`src/rtl/mult_share_arb.sv`:
```
// Round-robin arbiter that time-shares one iterative 18x18 shift-add multiplier
// between NREQ requesters, with a watchdog that aborts a stalled multiplication.
module mult_share_arb #(
  parameter int NREQ    = 4,
  parameter int W       = 18,
  parameter int TIMEOUT = 32
) (
  input  logic              CLK,
  input  logic              RST,
  input  logic [NREQ-1:0]   req,
  input  logic [NREQ*W-1:0] req_dataa,
  input  logic [NREQ*W-1:0] req_datab,
  output logic [NREQ-1:0]   grant,
  output logic [NREQ-1:0]   resp_valid,
  output logic [2*W-1:0]    resp_result,
  output logic              resp_err,
  output logic              busy,
  output logic              mul_start,
  output logic [W-1:0]      mul_dataa,
  output logic [W-1:0]      mul_datab,
  input  logic              mul_done,
  input  logic [2*W-1:0]    mul_result
);

  localparam int IDX_W = $clog2(NREQ);
  localparam int CNT_W = $clog2(TIMEOUT);

  localparam logic [1:0] ST_IDLE = 2'd0;
  localparam logic [1:0] ST_LOAD = 2'd1;
  localparam logic [1:0] ST_RUN  = 2'd2;

  logic [1:0]       state_q,       state_d;
  logic [IDX_W-1:0] idx_q,         idx_d;
  logic [IDX_W-1:0] rr_q,          rr_d;
  logic [CNT_W-1:0] cnt_q,         cnt_d;
  logic [NREQ-1:0]  grant_q,       grant_d;
  logic [NREQ-1:0]  resp_valid_q,  resp_valid_d;
  logic [2*W-1:0]   resp_result_q, resp_result_d;
  logic             resp_err_q,    resp_err_d;
  logic             busy_q,        busy_d;
  logic             mul_start_q,   mul_start_d;
  logic [W-1:0]     mul_dataa_q,   mul_dataa_d;
  logic [W-1:0]     mul_datab_q,   mul_datab_d;

  logic [W-1:0] opa [NREQ];
  logic [W-1:0] opb [NREQ];

  for (genvar g = 0; g < NREQ; g++) begin : g_unpack
    assign opa[g] = req_dataa[g*W +: W];
    assign opb[g] = req_datab[g*W +: W];
  end

  // First requesting index at or above rr_q, wrapping around.
  logic             pick_found;
  logic [IDX_W-1:0] pick_idx;

  always_comb begin : rr_search
    int               cand;
    logic [IDX_W-1:0] cand_idx;
    cand       = 0;
    cand_idx   = '0;
    pick_found = 1'b0;
    pick_idx   = '0;
    for (int k = 0; k < NREQ; k++) begin
      cand = int'(rr_q) + k;
      if (cand >= NREQ) cand = cand - NREQ;
      cand_idx = IDX_W'(cand);
      if (!pick_found && req[cand_idx]) begin
        pick_found = 1'b1;
        pick_idx   = cand_idx;
      end
    end
  end

  always_comb begin
    // NOTE: every _d gets a default before the case, so no path can infer a latch.
    state_d       = state_q;
    idx_d         = idx_q;
    rr_d          = rr_q;
    cnt_d         = cnt_q;
    grant_d       = '0;
    resp_valid_d  = '0;
    resp_result_d = resp_result_q;
    resp_err_d    = 1'b0;
    mul_start_d   = mul_start_q;
    mul_dataa_d   = mul_dataa_q;
    mul_datab_d   = mul_datab_q;

    case (state_q)
      ST_IDLE: begin
        mul_start_d = 1'b0;
        if (pick_found) begin
          grant_d     = NREQ'(1) << pick_idx;
          idx_d       = pick_idx;
          mul_dataa_d = opa[pick_idx];
          mul_datab_d = opb[pick_idx];
          state_d     = ST_LOAD;
        end
      end
      // Operands settle with start low so the multiplier latches them.
      ST_LOAD: begin
        mul_start_d = 1'b1;
        cnt_d       = '0;
        state_d     = ST_RUN;
      end
      ST_RUN: begin
        cnt_d = cnt_q + 1'b1;
        if (mul_done) begin
          resp_result_d = mul_result;
          resp_valid_d  = NREQ'(1) << idx_q;
          mul_start_d   = 1'b0;
          rr_d          = (idx_q == IDX_W'(NREQ - 1)) ? '0 : idx_q + 1'b1;
          state_d       = ST_IDLE;
        end else if (cnt_q == CNT_W'(TIMEOUT - 1)) begin
          resp_result_d = '0;
          resp_valid_d  = NREQ'(1) << idx_q;
          resp_err_d    = 1'b1;
          mul_start_d   = 1'b0;
          rr_d          = (idx_q == IDX_W'(NREQ - 1)) ? '0 : idx_q + 1'b1;
          state_d       = ST_IDLE;
        end
      end
      default: begin
        mul_start_d = 1'b0;
        state_d     = ST_IDLE;
      end
    endcase

    busy_d = (state_d != ST_IDLE);
  end

  // NOTE: state updates use <= so every flop samples pre-edge values in parallel.
  always_ff @(posedge CLK) begin
    if (RST) begin
      state_q       <= ST_IDLE;
      idx_q         <= '0;
      rr_q          <= '0;
      cnt_q         <= '0;
      grant_q       <= '0;
      resp_valid_q  <= '0;
      resp_result_q <= '0;
      resp_err_q    <= 1'b0;
      busy_q        <= 1'b0;
      mul_start_q   <= 1'b0;
      mul_dataa_q   <= '0;
      mul_datab_q   <= '0;
    end else begin
      state_q       <= state_d;
      idx_q         <= idx_d;
      rr_q          <= rr_d;
      cnt_q         <= cnt_d;
      grant_q       <= grant_d;
      resp_valid_q  <= resp_valid_d;
      resp_result_q <= resp_result_d;
      resp_err_q    <= resp_err_d;
      busy_q        <= busy_d;
      mul_start_q   <= mul_start_d;
      mul_dataa_q   <= mul_dataa_d;
      mul_datab_q   <= mul_datab_d;
    end
  end

  assign grant       = grant_q;
  assign resp_valid  = resp_valid_q;
  assign resp_result = resp_result_q;
  assign resp_err    = resp_err_q;
  assign busy        = busy_q;
  assign mul_start   = mul_start_q;
  assign mul_dataa   = mul_dataa_q;
  assign mul_datab   = mul_datab_q;

endmodule

```
`config.mk`:
```
export PLATFORM = sky130hd
export DESIGN_NAME = mult_share_arb
export DESIGN_NICKNAME = d
export VERILOG_FILES = /design/src/rtl/mult_share_arb.sv
export SDC_FILE = /design/constraint.sdc
export NUM_CORES = 1
export LEC_CHECK = 0
export BUFFER_PORTS_ARGS = -buffer_cell sky130_fd_sc_hd__buf_2
export CAP_MARGIN = 20
export CORE_MARGIN = 4
export CORE_UTILIZATION = 45
export CTS_CLUSTER_SIZE = 20
export DETAILED_ROUTE_END_ITERATION = 10
export PLACE_DENSITY = 0.91
export RECOVER_POWER = 25
export SYNTH_ARGS = -nofsm -noshare
export SYNTH_HDL_FRONTEND = slang
export SYNTH_SLANG_ARGS = --single-unit
```
`constraint.sdc`:
```
create_clock -name CLK -period 3 [get_ports CLK]
set_clock_uncertainty 0.1 [all_clocks]
set_input_delay 0.3 -clock CLK [delete_from_list [all_inputs] [get_ports CLK]]
set_output_delay 0.3 -clock CLK [all_outputs]
set_load 0.01 [all_outputs]
```
==> results.cfg, run 1 <==
[setup_path]
rr_startpoint = cnt_q[0]
worstSetupPathType = flip-flop to flip-flop
cp-start-kind = flip-flop
crit_arrival_ns = 2.43
setup.worst_path.end_class = flip-flop
rrSetupSlack_ns = 0.76
worstPathRequired_ns = 3.18
r2r_end = resp_result[3]
reg2reg_depth = 7
path_max_fanout = 28

[global_route]
grt_max_degree = 52
grt_pass1_vias = 4511
grt_pass1_wl_mm = 21.2
antenna_found_initial = 0
overflow = 0
grt_use_total_pct = 23.6

[clock_network]
post_cts_resized = 0
cts.sinks = 94
cts_setup_buffers = 0
root_buffer = clkbuf_8
clockBufferDepth = 2
hold_buffers = 0
numCtsBuffers = 9
cts_tree = yes
clkTransAtPathRegs_ns = 0.09
worstSkewPairLatency_ns = 0.35
htreeDepth = 3

[final_layout]
final_common_cell = buf_2
fin_area_mm2 = 0.00578
final_cell_mix = buf_2 (225), dfxtp_1 (94), mux2i_1 (74)
final_layout_size_suffix_gt1_share_pct = 37.6
stdcell_count = 806
nets = 887
antenna_cells = 0
syn_to_final_growth_pct = 36.4

[detailed_routing]
via_count = 4365
wirelength_mm = 13.5
routed_via_density = 5.42
firstDrtPassIters = 5
drtIter0Drc = 231
ant_nets = 0
drc_errors = 0
wl_per_cell_um = 16.8

[logic_synthesis]
synthFlopType = dfxtp_1
yosysWarnings = 0
synth_cell_types = 32
synth_top_area_cell = dfxtp_1
synthArstFlopShare_pct = 0
synthCells = 431
syn_area_mm2 = 0.00423
synth-edff-count = 0
synth_top_cells_by_area = dfxtp_1 (44%), mux2i_1 (17%), o221ai_1 (7.4%)
synth_top_cell_area_share_pct = 44.5
ys_ff_latch = 94
syn_area_per_cell_um2 = 9.82
syn-num-nets = 628
ys_seq_area_share_pct = 44.5

[power_and_ir_drop]
total_power_mw = 3.61
peakVddDrop_mv = 0.316
power.leakage_nw = 2.62
p_per_area_mw_per_mm2 = 625

[placement]
place_area_mm2 = 0.00560
dp_slack_ns = 0.611
routabilityCongestion = 0.881
io_buffers = 269
dp_cells = 789
place_hpwl_mm = 10.6

[sta]
maxSlewHeadroom_pct = 40.2
fin_ws_ns = 0.757
period_share_pct = 74.8
tightest_slew_ns = 0.897
rsz0062_at_grt = false
setup_viol = 0
drv_slew = 0
fmax_mhz = 446
report.final.hold_viol_count = 0
fin_setup_tns_ns = 0
post-route-min-period_ns = 2.24

[die]
die_area_mm2 = 0.0110
fp.dieW_um = 105
die_h_um = 105
io_pins = 270
start_util_pct = 46.0
rows = 35
design.core.area_mm2 = 0.00920

[worst_hold_path]
min_to = resp_err
hp-class = input pin to flip-flop
hold_depth = 2
hp-start = mul_done

[job]
max-cap-violations = 0

[run_status]
status = complete, no violations
worst max-delay path by stage:
stage                     depth (start not counted)              end       start  slack, ns
final                                             7   resp_result[3]    cnt_q[0]       0.76
after global routing                              7  resp_result[12]    cnt_q[0]       0.53
after CTS                                         5  resp_result[31]  state_q[0]       0.56
after detailed placement                          5  resp_result[31]  state_q[0]       0.61
after global placement                            6     mul_datab[6]      req[0]       0.79
after floorplan                                   8  resp_result[25]    cnt_q[0]       0.94
metrics by stage:
step,util [%],hold WS (ns)
floorplan,-,0.277
global placement,60.9,0.339
detailed placement,60.9,0.346
CTS,63.1,0.0615
global route,62.8,0.0708
finish,62.8,0.0802
synth_stat cells, types with 4 or more instances:
master / instances
buf_12: 4
nand2_1: 42
inv_1: 5
buf_2: 8
a22oi_1: 37
and2_1: 5
a21oi_1: 10
clkbuf_1: 18
mux2i_1: 74
o221ai_1: 36
dfxtp_1: 94
nand2b_1: 6
nor2_1: 52
nor3_1: 4
ha_1: 10
worst max-delay path: stages, from the launching register on:
cell,delay [ns]
dfxtp_1,0.34
ha_1,0.23
and3_1,0.19
ha_1,0.22
o21ai_2,0.46
buf_4,0.39
a22oi_1,0.12
nor2_1,0.11
state kept, by name (all words and copies together) (netlist names):
name / count
rr_q: 2
state_q: 2
cnt_q: 5
grant: 4
resp_err: 1
mul_dataa: 18
mul_datab: 18
resp_result: 36
idx_q: 2
busy: 1
resp_valid: 4
mul_start: 1
power by group:
group | total (mW) | internal, mW | switching (mW) | leakage, nW
combinational | 1.15 | 0.487 | 0.659 | 1.76
clock | 0.867 | 0.397 | 0.470 | 0.0980
sequential | 1.60 | 1.47 | 0.126 | 0.768
total | 3.61 | 2.35 | 1.25 | 2.62
final cells by class:
class	instances	area (um^2)
fill	780	3420
clock inverter	7	82.6
timing repair buffer	282	1420
multi-input combinational	297	2100
clock buffer	9	124
sequential	94	1880
inverter	6	22.5
tap	111	139
cell families after synthesis:
kind of cell    synth area share (%)
mux                             17.8
buf+inv                         5.94
compound gates                  16.1
flops                           44.5
simple gates                    12.7
fa+ha+maj                       2.96
metal layers:
| metal | GRT usage, % | wire (um) | vias up |
|---|---|---|---|
| met5 | 0 | 0 | - |
| met1 | 25.3 | 4890 | 2017 |
| met4 | 11.5 | 519 | 0 |
| met3 | 5.13 | 1040 | 38 |
| met2 | 43.6 | 7090 | 229 |
| li1 | - | - | 2081 |
No activity file was read; power rests on OpenSTA's default activity.
==> run 2: changes to the inputs <==
Settings changed: CORE_UTILIZATION 45 to 39, PLACE_DENSITY 0.91 to 0.84.
Clock period 3 ns to 2 ns, I/O delays scaled along.
==> results.cfg, run 2 (synthesized netlist as in run 1, its figures left out) <==
[clock_network]
clockBufferDepth = 2
worstSkewPairLatency_ns = 0.35
cts_setup_buffers = 0
htreeDepth = 3
clkTransAtPathRegs_ns = 0.10
numCtsBuffers = 9
root_buffer = clkbuf_8
cts_tree = yes
cts.sinks = 94

[setup_path]
worstPathRequired_ns = 2.15
rr_startpoint = cnt_q[1]
slowest_stage = dfxtp_1
path_max_fanout = 4
cp-start-kind = flip-flop
worstSetupPathType = flip-flop to flip-flop
reg2reg_depth = 8
path_cells = ha_1 > and3_1 > ha_2 > nor3b_2 > a21oi_1 > nor2_1 > o21a_1 > or2_2
crit_path_start = cnt_q[1]
slowest_delay_ns = 0.38
crit_arrival_ns = 1.96
setup.worst_path.end_class = flip-flop

[job]
max-cap-violations = 0

[die]
die_area_mm2 = 0.0126
rows = 37
io_pins = 270
fp.dieW_um = 112
design.core.area_mm2 = 0.0105
die_h_um = 112
start_util_pct = 40.5

[final_layout]
antenna_cells = 0
final_common_cell = buf_2
nets = 919
multiInputGateArea_mm2 = 0.00211
seq_area_mm2 = 0.00188
syn_to_final_growth_pct = 45.8
fill_cells = 922
final_cell_mix = buf_2 (225), dfxtp_1 (94), mux2i_1 (74)
final_layout_size_suffix_gt1_share_pct = 35.8
largest_reg_flops = 36
stdcell_count = 863

[placement]
routabilityCongestion = 0.813
io_buffers = 269
place_hpwl_mm = 10.3
dp_cells = 814

[detailed_routing]
firstDrtPassIters = 5
drc_errors = 0
drtIter0Drc = 208
ant_nets = 0
wl_per_cell_um = 16.2
routed_via_density = 5.11
via_count = 4412
wirelength_mm = 14.0

[worst_hold_path]
hp-start = mul_result[35]
hold_depth = 3
hp-class = input pin to flip-flop

[global_route]
overflow = 0
grt_pass1_wl_mm = 21.8
grt_max_degree = 41
grt_use_total_pct = 21.0
antenna_found_initial = 0
grt_pass1_vias = 4435

[power_and_ir_drop]
p_per_area_mw_per_mm2 = 888
power.leakage_nw = 2.77
peakVddDrop_mv = 0.378
total_power_mw = 5.48

[sta]
report.final.hold_viol_count = 0
setup_viol = 0
drv_slew = 0
maxSlewHeadroom_pct = 72.4
tightest_slew_ns = 0.410
fmax_mhz = 551
hold_slack_ns = 0.0128
period_share_pct = 90.7
post-route-min-period_ns = 1.81

[run_status]
status = complete, no violations
==> run 2: cell types whose count changed in the layout (fill, tap and decap cells not counted) <==
cell	before	now
dlygate4sd3_1	0	33
buf_12	1	6
buf_4	11	6
clkbuf_1	44	46
clkinvlp_4	2	0
buf_16	1	0
ha_1	10	9
ha_2	0	1
nor3b_1	2	1
nor3b_2	0	1
==> run 2: through the flow <==
step	instance area (um^2)	setup TNS (ns)	setup slack [ns]	util, %
3_5_place_dp	5690	0	0.0844	54.4
6_report	6170	0	0.186	59.0
5_1_grt	6170	-0.00704	-0.00704	59.0
2_1_floorplan	4230	0	0.0299	-
3_3_place_gp	5690	0	0.181	54.4
4_1_cts	6220	0	0.0571	59.4
==> run 2: worst max-delay path, delay by kind of cell (launching register included) <==
kind / cells / cell delay [ns]
flip-flops: 1 / 0.38
AO/OA/AOI/OAI: 2 / 0.28
adder cells (fa/ha/maj): 2 / 0.40
AND/OR/NAND/NOR: 4 / 0.54
==> run 2: what timing repair did <==
action | 4_1_cts | 5_1_grt
endpoints found under the setup margin | 0 | 1
hold endpoints to repair | 33 | 0
gates resized for setup | 0 | 2
hold buffers | 33 | 0
==> run 2: path summary, 6_finish.rpt <==
kind / to / slack, ns
worst max-delay path: busy / 0.19
worst min-delay path: resp_result[35] / 0.01
worst max register to register: busy / 0.19
worst min register to register: mul_dataa[9] / 0.37
==> run 2: cell type report <==
| type | instances | share of cell area [%] |
|---|---|---|
| multi-input cells | 297 | 34.2 |
| well taps | 136 | 2.76 |
| flip-flops and latches | 94 | 30.5 |
| clock buffers | 11 | 2.13 |
| repair buffers | 314 | 28.9 |
| clock inverters | 5 | 1.09 |
| inverters | 6 | 0.365 |
==> run 2: routing by layer <==
metal	track usage, %	part of all wire (%)	up-vias
li1	-	-	2150
met1	24.2	38	2035
met2	37.7	51	206
met3	5.55	8.8	21
met4	7.13	2.0	0
met5	0	0	-
==> run 2: report_power, final <==
| part | switching (mW) | total [mW] | internal (mW) | leakage [nW] |
|---|---|---|---|---|
| logic | 1.01 | 1.83 | 0.819 | 1.91 |
| registers | 0.168 | 2.37 | 2.20 | 0.768 |
| clock network | 0.680 | 1.28 | 0.598 | 0.100 |
